## config.mk

```make
export PLATFORM = sky130hd
export DESIGN_NAME = instr_fetch_buffer
export DESIGN_NICKNAME = d
export VERILOG_FILES = /design/src/rtl/instr_fetch_buffer.sv
export SDC_FILE = /design/constraint.sdc
export NUM_CORES = 1
export LEC_CHECK = 0
export ABC_CLOCK_PERIOD_IN_PS = 4400
export CAP_MARGIN = 30
export CORE_MARGIN = 3
export CORE_UTILIZATION = 39
export CTS_CLUSTER_SIZE = 8
export DETAILED_ROUTE_END_ITERATION = 12
export PLACE_DENSITY = 0.57
export SLEW_MARGIN = 20
export SYNTH_ARGS = -nofsm -noshare
export SYNTH_HDL_FRONTEND = slang
export SYNTH_SLANG_ARGS = --single-unit
```

## constraint.sdc

```tcl
create_clock -name clk -period 4.4 [get_ports clk]
set_clock_uncertainty 0.1 [all_clocks]
set_input_delay 0.66 -clock clk [delete_from_list [all_inputs] [get_ports clk]]
set_output_delay 0.66 -clock clk [all_outputs]
set_load 0.005 [all_outputs]
```

## src/rtl/instr_fetch_buffer.sv

```systemverilog
// ============================================================================
// instr_fetch_buffer
// ----------------------------------------------------------------------------
// Fetch stage that sits directly behind the program counter. It issues
// instruction-ROM reads for the current PC and pulses pc_inc on every accepted
// request. Returned words are tagged with their fetch address and held in a
// DEPTH-entry FIFO. The FIFO is presented to decode through a valid/ready
// handshake. A flush (jump) empties the buffer. Reads that are still in flight
// during a flush are counted and discarded when they return.
//
// Parameters
//   DEPTH   FIFO entries, which is also the in-flight credit (power of two, >= 2)
//   ADDR_W  ROM address width; the low ADDR_W bits of pc are used (<= 16)
//
// Ports
//   clk          system clock, rising edge
//   reset_n      asynchronous active-low reset, released synchronously
//   pc           current PC register value
//   pc_inc       PC increment pulse (imem_req & imem_gnt)
//   flush        jump taken; the PC loads its new target on this edge
//   imem_req     ROM read request (combinational credit check)
//   imem_addr    ROM read address, pc[ADDR_W-1:0]
//   imem_gnt     ROM accepted the request this cycle
//   imem_rvalid  ROM read data valid (in order, latency >= 1)
//   imem_rdata   ROM read data
//   instr_valid  FIFO head valid
//   instr_ready  decode accepts the head
//   instr        head instruction word
//   instr_addr   head instruction address
//
// Build option
//   FETCH_BYPASS_EN  when defined, a response that arrives while the FIFO is
//                    empty (and nothing is being dropped or flushed) is
//                    presented to decode in the same cycle. It is written into
//                    the FIFO only if decode does not take it.
// ============================================================================
module instr_fetch_buffer #(
    parameter int DEPTH  = 4,
    parameter int ADDR_W = 15
) (
    input  logic              clk,
    input  logic              reset_n,
    input  logic [15:0]       pc,
    output logic              pc_inc,
    input  logic              flush,
    output logic              imem_req,
    output logic [ADDR_W-1:0] imem_addr,
    input  logic              imem_gnt,
    input  logic              imem_rvalid,
    input  logic [15:0]       imem_rdata,
    output logic              instr_valid,
    input  logic              instr_ready,
    output logic [15:0]       instr,
    output logic [ADDR_W-1:0] instr_addr
);

    localparam int PTR_W = $clog2(DEPTH);
    localparam int CNT_W = PTR_W + 1;
    // Room for the sum of three counters, each of which can reach DEPTH.
    localparam int SUM_W = CNT_W + 2;

    // Instruction FIFO storage (data word and fetch address per entry).
    logic [15:0]       data_mem_r [DEPTH];
    logic [ADDR_W-1:0] addr_mem_r [DEPTH];
    // Address tags of reads in flight, in issue order.
    logic [ADDR_W-1:0] tag_mem_r  [DEPTH];

    logic [PTR_W-1:0]  fifo_rd_ptr_r, fifo_rd_ptr_n;
    logic [PTR_W-1:0]  fifo_wr_ptr_r, fifo_wr_ptr_n;
    logic [PTR_W-1:0]  tag_rd_ptr_r,  tag_rd_ptr_n;
    logic [PTR_W-1:0]  tag_wr_ptr_r,  tag_wr_ptr_n;
    logic [CNT_W-1:0]  fifo_cnt_r,    fifo_cnt_n;
    logic [CNT_W-1:0]  outstanding_r, outstanding_n;
    logic [CNT_W-1:0]  drop_cnt_r,    drop_cnt_n;

    logic [SUM_W-1:0]  credit_sum_s;
    logic [SUM_W-1:0]  drop_total_s;
    logic              req_s;
    logic              grant_s;
    logic              dropping_s;
    logic              resp_keep_s;
    logic              resp_drop_s;
    logic              fifo_empty_s;
    logic              bypass_s;
    logic              head_valid_s;
    logic              pop_s;
    logic              push_s;

    // The PC bits above the ROM address are unused by design because the
    // address wraps by truncation.
    generate
        if (ADDR_W < 16) begin : g_pc_hi
            logic unused_pc_hi_s;
            assign unused_pc_hi_s = ^pc[15:ADDR_W];
        end
    endgenerate

    // Credit check, request/grant and response/handshake qualifiers.
    always_comb begin
        credit_sum_s = SUM_W'(fifo_cnt_r) + SUM_W'(outstanding_r) + SUM_W'(drop_cnt_r);
        drop_total_s = SUM_W'(drop_cnt_r) + SUM_W'(outstanding_r);
        // Requests are masked during reset. With the counters cleared, the
        // credit check alone would otherwise request.
        req_s        = reset_n & ~flush & (credit_sum_s < SUM_W'(DEPTH));
        grant_s      = req_s & imem_gnt;
        dropping_s   = (drop_cnt_r != {CNT_W{1'b0}});
        // A response in the flush cycle is never kept; it is folded into the
        // new drop count instead.
        resp_keep_s  = reset_n & imem_rvalid & ~dropping_s & ~flush;
        resp_drop_s  = imem_rvalid & dropping_s & ~flush;
        fifo_empty_s = (fifo_cnt_r == {CNT_W{1'b0}});
`ifdef FETCH_BYPASS_EN
        bypass_s     = fifo_empty_s & resp_keep_s;
`else
        bypass_s     = 1'b0;
`endif
        head_valid_s = ~fifo_empty_s | bypass_s;
        pop_s        = ~fifo_empty_s & instr_ready;
        // A bypassed word that decode takes right away never enters the FIFO.
        push_s       = resp_keep_s & ~(bypass_s & instr_ready);
    end

    // Next-state for pointers and counters; a flush overrides everything else.
    always_comb begin
        fifo_rd_ptr_n = fifo_rd_ptr_r;
        fifo_wr_ptr_n = fifo_wr_ptr_r;
        tag_rd_ptr_n  = tag_rd_ptr_r;
        tag_wr_ptr_n  = tag_wr_ptr_r;
        fifo_cnt_n    = fifo_cnt_r;
        outstanding_n = outstanding_r;
        drop_cnt_n    = drop_cnt_r;
        if (flush) begin
            fifo_rd_ptr_n = {PTR_W{1'b0}};
            fifo_wr_ptr_n = {PTR_W{1'b0}};
            tag_rd_ptr_n  = {PTR_W{1'b0}};
            tag_wr_ptr_n  = {PTR_W{1'b0}};
            fifo_cnt_n    = {CNT_W{1'b0}};
            outstanding_n = {CNT_W{1'b0}};
            // Every read still owed becomes a read to discard. The response
            // arriving in this cycle is already accounted for.
            if (imem_rvalid && (drop_total_s != {SUM_W{1'b0}})) begin
                drop_cnt_n = CNT_W'(drop_total_s - SUM_W'(1));
            end else begin
                drop_cnt_n = CNT_W'(drop_total_s);
            end
        end else begin
            fifo_cnt_n    = fifo_cnt_r + CNT_W'(push_s) - CNT_W'(pop_s);
            fifo_wr_ptr_n = push_s      ? fifo_wr_ptr_r + PTR_W'(1) : fifo_wr_ptr_r;
            fifo_rd_ptr_n = pop_s       ? fifo_rd_ptr_r + PTR_W'(1) : fifo_rd_ptr_r;
            tag_wr_ptr_n  = grant_s     ? tag_wr_ptr_r + PTR_W'(1)  : tag_wr_ptr_r;
            tag_rd_ptr_n  = resp_keep_s ? tag_rd_ptr_r + PTR_W'(1)  : tag_rd_ptr_r;
            // A grant and a kept response in the same cycle cancel out.
            outstanding_n = outstanding_r + CNT_W'(grant_s) - CNT_W'(resp_keep_s);
            drop_cnt_n    = resp_drop_s ? drop_cnt_r - CNT_W'(1) : drop_cnt_r;
        end
    end

    // Pointer and counter registers.
    always_ff @(posedge clk or negedge reset_n) begin
        if (!reset_n) begin
            fifo_rd_ptr_r <= {PTR_W{1'b0}};
            fifo_wr_ptr_r <= {PTR_W{1'b0}};
            tag_rd_ptr_r  <= {PTR_W{1'b0}};
            tag_wr_ptr_r  <= {PTR_W{1'b0}};
            fifo_cnt_r    <= {CNT_W{1'b0}};
            outstanding_r <= {CNT_W{1'b0}};
            drop_cnt_r    <= {CNT_W{1'b0}};
        end else begin
            fifo_rd_ptr_r <= fifo_rd_ptr_n;
            fifo_wr_ptr_r <= fifo_wr_ptr_n;
            tag_rd_ptr_r  <= tag_rd_ptr_n;
            tag_wr_ptr_r  <= tag_wr_ptr_n;
            fifo_cnt_r    <= fifo_cnt_n;
            outstanding_r <= outstanding_n;
            drop_cnt_r    <= drop_cnt_n;
        end
    end

    // FIFO and tag storage. Everything is cleared at reset so that the head
    // outputs read zero.
    always_ff @(posedge clk or negedge reset_n) begin
        if (!reset_n) begin
            for (int i = 0; i < DEPTH; i++) begin
                data_mem_r[i] <= 16'h0000;
                addr_mem_r[i] <= {ADDR_W{1'b0}};
                tag_mem_r[i]  <= {ADDR_W{1'b0}};
            end
        end else begin
            if (push_s) begin
                data_mem_r[fifo_wr_ptr_r] <= imem_rdata;
                addr_mem_r[fifo_wr_ptr_r] <= tag_mem_r[tag_rd_ptr_r];
            end
            if (grant_s) begin
                tag_mem_r[tag_wr_ptr_r] <= imem_addr;
            end
        end
    end

    // Output drive: the head comes from the FIFO, or from the ROM bus when
    // bypassing.
    always_comb begin
        pc_inc      = grant_s;
        imem_req    = req_s;
        imem_addr   = pc[ADDR_W-1:0];
        instr_valid = head_valid_s;
        if (bypass_s) begin
            instr      = imem_rdata;
            instr_addr = tag_mem_r[tag_rd_ptr_r];
        end else begin
            instr      = data_mem_r[fifo_rd_ptr_r];
            instr_addr = addr_mem_r[fifo_rd_ptr_r];
        end
    end

endmodule

```

==> impl_results.md <==
* CP Data Arrival Time at 3.41 ns
* Post-synthesis simple-gate area fraction at 3.39%
* Total Neg Setup Slack at 0 ns
* Mux share of post-synthesis cell area at 33.9%
* FFs w/ async S/R, synth at 100%
* Final hold violations at 0
* Synth Area in XOR/XNOR at 0.990%
* Mapped Area at 9730 um^2
* Floorplan row count at 57
* Diode count at 0
* Starting Density at 39.9%
* Detailed placement HPWL at 13,300 um
* GRT Util Overall at 15.5%
* Final ANT Viol Nets at 0
* Post-synthesis cell type count at 44
* Most frequent cell after synthesis: dfrtp_1
* Vias in the first global route at 5,973
* Filler Cell Count at 2,131
* CTS Sinks at 201
* Min cycle time layout at 4.17 ns
* Crit end category: primary output
* # port buffers at 85
* CTS clock-pin slew for the worst setup and hold paths at 0.05 ns
* RSZ-0062 raised after global routing: no
* Leakage at 0.00532 uW
* Post-route clock period utilization at 94.7%
* Syn Area/Cell at 16.1 um^2
* Max Fclk at 240 MHz
* Initial antenna violation count at 0
* EDFF count, synth at 0
* Post-synth top area share at 51.7%
* Iter 0 DRT Violations at 207
* Worst R2R Setup Slack at 0.88 ns
* DIE AREA at 26,900 um^2
* Post-Syn Nets at 667
* Ys flop type: dfrtp_1
* First-pass GRT wire length at 32,700 um
* Pwr Density at 576 nW/um^2
* Largest family of logic cells by synthesized area: multiplexers
* CP delay by family, top: adder cells
* Yosys top cell by area: dfrtp_1
* Compound-Gate Fraction of Synth Area at 0.913%
* Min-Delay Path Class: in2async
* Core area at 24,400 um^2
* Via Count at 5,191
* Startpoint types: register
* CTS buffer count at 29
* Peak VDD IR at 0.238 mV
* Seq/Total Area, Yosys at 51.7%
* Congestion Overflow GR at 0
* Slowest cell on crit path: clkdlybuf4s50_1
* Max_cap viols at 0
* Worst Path Buf+Inv at 2
* #FFs+latches synth at 201
* CP peak stage delay at 0.54 ns
* Critical Path RT at 3.64 ns
* Clock Tree Buf Depth at 3
* Hold buffers post-CTS at 0
* Crit-path cells: inv_1 -> fa_1 -> nor2_1 -> fa_1 -> nor2_1 -> o211a_4 -> and3_1 -> clkdlybuf4s50_1
* Mean routed wirelength per cell at 19.8 um
* Post-Syn Instances at 603
* DRT Pass-1 Iters at 6
* Commonest cells post-synth: dfrtp_1 (201), mux2_2 (136), mux4_2 (46)
* CTS HTree Levels at 1
* Largest net degree at the start of global routing at 153
* Routability cong. at 0.701
* Ys Warns at 0
* Slew HR at 44.4%
* Area growth from synthesis to layout at 17.6%
* Die span in x at 164 um
* Share of layout cells above drive strength 1 at 41.0%
* # nets final at 744
* I/O Pins at 87
* CTS Root Cell: clkbuf_16
* Crit path max fanout at 7
* Utilization after layout at 46.9%
* Setup violators final at 0
* Top cells by area, synth: dfrtp_1 (52%), mux2_2 (16%), mux4_2 (11%)
* DR DRC count at 0
* Fin Hold WS at 0.0152 ns
* Clk_lat worst skew at 0.52 ns
* Synth Area in Adders at 3.81%
* Post-DR vias/cell at 5.15
* Crit Path Class: reg2out
* Outcome: finished clean
* CTS tree: done
* Worst-margin pin slew at 0.834 ns
* Chip height at 164 um
* Max-slew violation count at 0
* Routed wire length at 20,000 um
==> state kept, by name, summed over array words and instances, names as in the netlist <==
name / count
fifo_rd_ptr_r: 2
tag_rd_ptr_r: 2
tag_mem_r: 60
tag_wr_ptr_r: 2
drop_cnt_r: 3
outstanding_r: 3
fifo_wr_ptr_r: 2
data_mem_r: 64
fifo_cnt_r: 3
addr_mem_r: 60
==> layout make-up <==
class                      count  area (um^2)  area share (%)
sequential                   201         5030            44.0
multi-input combinational    327         4200            36.7
timing repair buffer          97          965            8.43
clock buffer                  32          737            6.44
tap                          324          405            3.54
inverter                      24         90.1           0.787
clock inverter                 2         16.3           0.142
==> routing by layer <==
layer / track usage, % / up-vias / share of wire (%)
li1: - / 2316 / -
met3: 2.75 / 20 / 3.7
met4: 2.96 / 0 / 1.2
met5: 0 / - / 0
met2: 26.8 / 85 / 51
met1: 20.6 / 2770 / 44
==> what timing repair did <==
| action | in CTS | in global routing |
|---|---|---|
| setup buffers | 0 | 0 |
| endpoints found under the setup margin | 0 | 1 |
| gates resized for setup | 0 | 2 |
==> worst paths after layout <==
kind | start | to | cells past startpoint
worst max-delay path | outstanding_r[1]$_DFF_PN0_ | pc_inc | 8
max in group asynchronous | reset_n | data_mem_r[27]$_DFFE_PN0P_ | 2
worst min-delay path | reset_n | addr_mem_r[56]$_DFFE_PN0P_ | 1
worst min register to register | data_mem_r[28]$_DFFE_PN0P_ | data_mem_r[28]$_DFFE_PN0P_ | 1
min in group clk | data_mem_r[28]$_DFFE_PN0P_ | data_mem_r[28]$_DFFE_PN0P_ | 1
worst max register to register | outstanding_r[1]$_DFF_PN0_ | outstanding_r[2]$_DFF_PN0_ | 13
==> cell usage in the layout (no fill, tap or decap), types with 9 or more instances in the layout <==
master           netlist  layout
mux2_1                 9       9
xnor2_1               10      10
buf_4                 16      10
mux2_4                40      40
dfrtp_1              201     200
ha_1                  20      20
mux2_2               136     136
nor2_1                12      12
inv_1                 24      24
mux4_2                46      46
clkdlybuf4s50_1        0      84
clkbuf_16              0      29
==> metrics by stage <==
| step | power (uW) | instance area, um^2 | instances | worst slack [ns] |
|---|---|---|---|---|
| after CTS | 6680 | 11400 | 1007 | 0.0463 |
| after detailed placement | 4750 | 10700 | 973 | 0.625 |
| after floorplan | 3900 | 9730 | 603 | 1.07 |
| after global placement | 4610 | 10700 | 972 | 0.652 |
| after global routing | 7010 | 11400 | 1007 | 0.0231 |
| final | 6590 | 11400 | 1007 | 0.233 |
==> worst reg2reg max path, delay by kind of cell (launching register included) <==
| family | cells | cell delay, ns |
|---|---|---|
| AO/OA/AOI/OAI | 1 | 0.27 |
| XOR/XNOR | 2 | 0.31 |
| adder cells (fa/ha/maj) | 4 | 1.48 |
| buffers and inverters | 2 | 0.15 |
| flip-flops | 1 | 0.48 |
| AND/OR/NAND/NOR | 4 | 0.62 |
==> cells by family after synthesis <==
| group | Yosys count |
|---|---|
| AO/OA/AOI/OAI | 12 |
| XOR/XNOR | 11 |
| adder cells (fa/ha/maj) | 26 |
| buffers and inverters | 75 |
| flip-flops | 201 |
| multiplexers | 234 |
| AND/OR/NAND/NOR | 44 |
==> power breakdown <==
part           switching [uW]  internal [uW]  total [uW]
logic                     829           1310        2140
registers                 293           2270        2560
clock network             733           1160        1890
(Power assumes the default switching activity.)
